$ cat src/rtl/maze_pkg.sv
// Shared maze geometry, direction encoding and wall-vector index helpers.
package maze_pkg;

    localparam int unsigned MAZE_W     = 10;
    localparam int unsigned MAZE_H     = 15;
    localparam int unsigned HWALL_BITS = MAZE_W * (MAZE_H + 1);  // 160, includes bottom border row
    localparam int unsigned VWALL_BITS = (MAZE_W + 1) * MAZE_H;  // 165, includes right border column
    localparam int unsigned COORD_W    = 4;
    localparam int unsigned IDX_W      = 8;

    typedef logic [COORD_W-1:0] coord_t;
    typedef logic [IDX_W-1:0]   widx_t;

    localparam coord_t LAST_X = coord_t'(MAZE_W - 1);
    localparam coord_t LAST_Y = coord_t'(MAZE_H - 1);

    // Heading doubles as the bit position in the {W,S,E,N} open mask.
    typedef logic [1:0] dir_t;
    localparam dir_t DIR_N = 2'd0;
    localparam dir_t DIR_E = 2'd1;
    localparam dir_t DIR_S = 2'd2;
    localparam dir_t DIR_W = 2'd3;

    typedef enum logic [1:0] {
        StIdle,
        StEmit,
        StDone,
        StFail
    } state_e;

    function automatic dir_t turn_right(input dir_t d);
        return d + 2'd1;
    endfunction

    function automatic dir_t turn_left(input dir_t d);
        return d + 2'd3;
    endfunction

    function automatic dir_t turn_back(input dir_t d);
        return d + 2'd2;
    endfunction

    // Bit of h_walls holding the top edge of cell (x,y).
    function automatic widx_t top_idx(input coord_t x, input coord_t y);
        return widx_t'(y) * widx_t'(MAZE_W) + widx_t'(x);
    endfunction

    // Bit of v_walls holding the left edge of cell (x,y).
    function automatic widx_t left_idx(input coord_t x, input coord_t y);
        return widx_t'(y) * widx_t'(MAZE_W + 1) + widx_t'(x);
    endfunction

endpackage

$ cat src/rtl/maze_cell_walls.sv
// Combinational open-direction mask for one cell; border edges are always closed.
module maze_cell_walls
    import maze_pkg::*;
(
    input  logic [HWALL_BITS-1:0] h_walls_i,
    input  logic [VWALL_BITS-1:0] v_walls_i,
    input  logic [COORD_W-1:0]    x_i,
    input  logic [COORD_W-1:0]    y_i,
    output logic [3:0]            open_o
);

    // Look up the four edges of (x,y) and force the maze perimeter closed.
    always_comb begin
        open_o        = '0;
        open_o[DIR_N] = !h_walls_i[top_idx(x_i, y_i)] && (y_i != '0);
        open_o[DIR_S] = !h_walls_i[top_idx(x_i, y_i + 4'd1)] && (y_i != LAST_Y);
        open_o[DIR_W] = !v_walls_i[left_idx(x_i, y_i)] && (x_i != '0);
        open_o[DIR_E] = !v_walls_i[left_idx(x_i + 4'd1, y_i)] && (x_i != LAST_X);
    end

endmodule

$ cat src/rtl/maze_solver.sv
// Right-hand wall follower: walks a latched maze from (0,0) to the exit,
// emitting each visited cell over a valid/ready handshake.
module maze_solver
    import maze_pkg::*;
#(
    parameter int unsigned MAX_STEPS = 600  // must stay below 1024 to fit step_count
) (
    input  logic                  clk,
    input  logic                  rst,
    input  logic                  start,
    input  logic [HWALL_BITS-1:0] h_walls,
    input  logic [VWALL_BITS-1:0] v_walls,
    output logic                  step_valid,
    input  logic                  step_ready,
    output logic [COORD_W-1:0]    step_x,
    output logic [COORD_W-1:0]    step_y,
    output logic [9:0]            step_count,
    output logic                  busy,
    output logic                  done,
    output logic                  fail
);

    state_e                state_q, state_d;
    logic [HWALL_BITS-1:0] hw_q, hw_d;
    logic [VWALL_BITS-1:0] vw_q, vw_d;
    coord_t                x_q, x_d;
    coord_t                y_q, y_d;
    dir_t                  head_q, head_d;
    logic [9:0]            count_q, count_d;

    logic [3:0] open_mask;
    dir_t       dir_sel;
    coord_t     x_step, y_step;
    logic       at_exit;

    maze_cell_walls u_cell_walls (
        .h_walls_i (hw_q),
        .v_walls_i (vw_q),
        .x_i       (x_q),
        .y_i       (y_q),
        .open_o    (open_mask)
    );

    assign at_exit = (x_q == LAST_X) && (y_q == LAST_Y);

    // Pick the first open direction in right/straight/left/back order.
    always_comb begin
        if (open_mask[turn_right(head_q)]) begin
            dir_sel = turn_right(head_q);
        end else if (open_mask[head_q]) begin
            dir_sel = head_q;
        end else if (open_mask[turn_left(head_q)]) begin
            dir_sel = turn_left(head_q);
        end else begin
            dir_sel = turn_back(head_q);
        end
    end

    // Neighbour cell in the chosen direction.
    always_comb begin
        x_step = x_q;
        y_step = y_q;
        unique case (dir_sel)
            DIR_N:   y_step = y_q - 4'd1;
            DIR_E:   x_step = x_q + 4'd1;
            DIR_S:   y_step = y_q + 4'd1;
            default: x_step = x_q - 4'd1;
        endcase
    end

    // Next-state logic: latch on start, advance one cell per handshake.
    always_comb begin
        state_d = state_q;
        hw_d    = hw_q;
        vw_d    = vw_q;
        x_d     = x_q;
        y_d     = y_q;
        head_d  = head_q;
        count_d = count_q;
        unique case (state_q)
            StEmit: begin
                if (step_ready) begin
                    if (at_exit) begin
                        state_d = StDone;
                    end else if (open_mask == 4'b0000) begin
                        state_d = StFail;
                    end else if (count_q == 10'(MAX_STEPS)) begin
                        state_d = StFail;
                    end else begin
                        x_d     = x_step;
                        y_d     = y_step;
                        head_d  = dir_sel;
                        count_d = count_q + 10'd1;
                    end
                end
            end
            default: begin
                if (start) begin
                    state_d = StEmit;
                    hw_d    = h_walls;
                    vw_d    = v_walls;
                    x_d     = '0;
                    y_d     = '0;
                    head_d  = DIR_S;
                    count_d = '0;
                end
            end
        endcase
    end

    // State registers with synchronous reset.
    always_ff @(posedge clk) begin
        if (rst) begin
            state_q <= StIdle;
            hw_q    <= '0;
            vw_q    <= '0;
            x_q     <= '0;
            y_q     <= '0;
            head_q  <= DIR_S;
            count_q <= '0;
        end else begin
            state_q <= state_d;
            hw_q    <= hw_d;
            vw_q    <= vw_d;
            x_q     <= x_d;
            y_q     <= y_d;
            head_q  <= head_d;
            count_q <= count_d;
        end
    end

    assign step_valid = (state_q == StEmit);
    assign busy       = (state_q == StEmit);
    assign done       = (state_q == StDone);
    assign fail       = (state_q == StFail);
    assign step_x     = x_q;
    assign step_y     = y_q;
    assign step_count = count_q;

endmodule

$ cat config.mk
export PLATFORM = sky130hd
export DESIGN_NAME = maze_solver
export DESIGN_NICKNAME = d
export VERILOG_FILES = /design/src/rtl/maze_pkg.sv /design/src/rtl/maze_cell_walls.sv /design/src/rtl/maze_solver.sv
export SDC_FILE = /design/constraint.sdc
export NUM_CORES = 1
export LEC_CHECK = 0
export ABC_AREA = 1
export CAP_MARGIN = 20
export CELL_PAD_IN_SITES_DETAIL_PLACEMENT = 0
export CELL_PAD_IN_SITES_GLOBAL_PLACEMENT = 1
export CORE_MARGIN = 2
export CORE_UTILIZATION = 41
export CTS_BUF_LIST = sky130_fd_sc_hd__clkbuf_2
export DETAILED_ROUTE_END_ITERATION = 10
export GPL_ROUTABILITY_DRIVEN = 0
export PLACE_DENSITY_LB_ADDON = 0.1
export SYNTH_ARGS = -nofsm -noshare
export SYNTH_HDL_FRONTEND = slang
export SYNTH_SLANG_ARGS = --single-unit
$ cat constraint.sdc
create_clock -name clk -period 11.4 [get_ports clk]
set_input_delay 3.42 -clock clk [delete_from_list [all_inputs] [get_ports clk]]
set_output_delay 3.42 -clock clk [all_outputs]
set_load 0.005 [all_outputs]
==> flow_summary_export.csv <==
group,metric,value,unit
run_status,status,"finished, final reports clean",
worst_setup_path,cp.required,7.98,ns
power_and_ir_drop,p_comb_share,69.9,%
die,io_pins,351,
synthesis,synth-async-reset-ratio,0,%
clock_tree,clock_sinks,347,
route,wirelength,71700,um
synthesis,ys_seq_elements,347,
clock_tree,postCtsHoldBufs,0,
cells_and_area,final_nets,3800,
power_and_ir_drop,ir_worst_vdd,0.232,mV
cells_and_area,final_util,50.1,%
synthesis,ys_seq_area_share,34.7,%
route,drt-initial-drc-count,1681,
timing,fmax,164,MHz
worst_setup_path,cp-start-kind,"flop",
cells_and_area,multi_input_comb_area,11200,um^2
die,core.rowCount,81,
synthesis,synth_edf_count,0,
worst_setup_path,crit_path_end_kind,"output port",
timing,slew_violations,0,
worst_setup_path,critical_path_class,"reg2out",
clock_tree,root_buffer,"clkbuf_2",
power_and_ir_drop,power.total,0.00871,W
placed_design,preCtsSetupSlack,5.14,ns
worst_hold_path,hp-class,"reg2reg",
clock_tree,cts_htree_levels,3,
power_and_ir_drop,netSwitchingPower,0.00500,W
synthesis,synth-warning-count,0,
clock_tree,post_cts_buffers,0,
flow_run,cap_violations,0,
synthesis,syn-num-nets,3553,
clock_tree,cts.repair.resized,0,
timing,finalCritPeriodShare,53.5,%
synthesis,synthDistinctLibCells,45,
global_route,grt_max_degree,240,
cells_and_area,area_growth_syn_to_layout,21.4,%
timing,slew_headroom,27.3,%
timing,hold_viol,0,
clock_tree,clk_latency,1.07,ns
synthesis,syn_inst,3178,
power_and_ir_drop,p_clk_share,10.5,%
clock_tree,clk_pin_slew,0.09,ns
synthesis,synth_area_per_cell,6.30,um^2
power_and_ir_drop,intPower,0.00372,W
power_and_ir_drop,power_frac_seq,19.6,%
synthesis,ys.flop_type,"dfxtp_1",
die,die_area,50600,um^2
synthesis,syn-cell-area,20000,um^2
cells_and_area,n_fill_cell,5032,
power_and_ir_drop,power.density,358,nW/um^2
timing,timing.final.ws_setup,5.31,ns
global_route,grt_pass1_vias,20957,
clock_tree,cts_tree,"yes",
cells_and_area,final_layout_size_suffix_gt1_share,6.61,%
die,die_w,225,um
route,drc,0,
timing,setup_viol,0,
timing,worstMarginPinSlew,1.09,ns
timing,tns,0,ns
die,die_h,225,um
route,ant_nets,0,
timing,fin_worst_skew,0.0566,ns
die,start_util,41.3,%
timing,grt_setup_unrepaired,"false",
placed_design,portBuffers,350,
global_route,grt_use_total,27.9,%
cells_and_area,regArea,6950,um^2
placed_design,hpwl,48800,um
route,detail_route.first_pass.iterations,8,
power_and_ir_drop,swShare,57.4,%
clock_tree,cts_inserted_buffers,96,
worst_setup_path,worst-path-max-fanout,73,
worst_setup_path,cp.arrival,2.67,ns
route,vias,21813,
power_and_ir_drop,p_leak,10.8,nW
global_route,antenna_found_initial,7,
global_route,globalRouteOverflowTotal,0,
timing,layout_min_cycle_time,6.09,ns
die,core,48500,um^2
global_route,grt_pass1_wl,112000,um
route,avgViaCountPerCell,5.29,
route,wl_per_cell,17.4,um
clock_tree,clk_path_buf_depth,3,
cells in the mapped netlist, types with 8 or more instances:
cell type,count,share of area (%)
nand4_1,12,0.37
buf_2,51,1.3
buf_6,11,0.62
o21ai_0,384,9.6
dfxtp_1,347,35
nand2_1,754,14
o211ai_1,23,0.86
o21ai_1,31,0.77
xor2_1,10,0.44
nor2_1,441,8.3
ha_1,39,2.4
inv_1,202,3.8
clkbuf_1,127,2.4
a21oi_1,172,4.3
inv_2,8,0.15
nand2_2,8,0.25
or2_2,10,0.31
nand3_1,435,11
buf_1,10,0.19
or2_1,14,0.44
buf_4,22,0.82
worst max-delay path, cell delays in order, from the launching register on:
cell and delay, ns:
dfxtp_2 0.36, buf_4 0.64, clkdlybuf4s50_1 0.64
worst paths after layout:
path / startpoint / endpoint / slack, ns / cells past startpoint
max reg2reg: step_y[0] / step_count[7] / 5.38 / 29
min: hw_q[136] / hw_q[136] / 0.46 / 2
min reg2reg: hw_q[136] / hw_q[136] / 0.46 / 2
max: step_x[0] / step_x[0] / 5.31 / 2
state kept, by name (all words and copies together), names as in the netlist:
register and cells:
vw_q 165, hw_q 160, step_count 10, step_x 4, step_y 4, head_q 2, state_q 2
power groups by stage:
stage	Combinational [W]	Sequential, W	Clock (W)
6_report	0.00609	0.00171	0.000914
5_1_grt	0.00677	0.00174	0.000999
4_1_cts	0.00606	0.00171	0.000944
3_5_place_dp	0.00603	0.00173	0
3_3_place_gp	0.00598	0.00172	0
2_1_floorplan	0.00432	0.00166	0
layout by cell type (no fill, tap or decap), types with 23 or more instances in the layout:
cell             Yosys  routed
nand2_1            754     753
nor2_1             441     441
nand3_1            435     435
o21ai_0            384     384
clkdlybuf4s50_1      0     350
dfxtp_1            347     346
inv_1              202     202
a21oi_1            172     172
clkbuf_2             1     146
ha_1                39      37
o21ai_1             31      31
o211ai_1            23      23
area by class of cell:
class	instances	area share, %
multi-input combinational	2390	46.1
sequential	347	28.6
timing repair buffer	371	15.1
inverter	219	3.45
tap	622	3.20
clock buffer	146	3.00
clock inverter	22	0.504
antenna	6	0.0617
stage by stage:
stage	std cells	cell area [um^2]	hold slack (ns)
5_1_grt	4123	24300	0.485
3_3_place_gp	3949	23500	0.440
6_report	4123	24300	0.460
3_5_place_dp	3949	23500	0.447
2_1_floorplan	3178	20000	0.429
4_1_cts	4117	24300	0.460
cell families (layout without fill, tap and decap cells):
kind of cell | after synthesis | count (layout) | synth area share, %
other | 0 | 6 | 0
muxes | 1 | 1 | 0.0500
adders and majority gates | 46 | 46 | 3.14
buffers and inverters | 441 | 758 | 9.44
xor gates and xnor gates | 20 | 20 | 0.987
AOI/OAI and AO/OA | 620 | 620 | 15.9
and+or+nand+nor | 1703 | 1703 | 35.8
DFF | 347 | 347 | 34.7
routing by layer:
| layer | wire length (um) | share of wire (%) | up-vias | track usage [%] |
|---|---|---|---|---|
| met3 | 3700 | 5.2 | 151 | 4.41 |
| li1 | - | - | 10890 | - |
| met4 | 2850 | 4.0 | 2 | 13.0 |
| met5 | 12 | 0.017 | - | 0 |
| met2 | 35600 | 50 | 672 | 49.2 |
| met1 | 29500 | 41 | 10098 | 33.0 |
(Power assumes the default switching activity.)
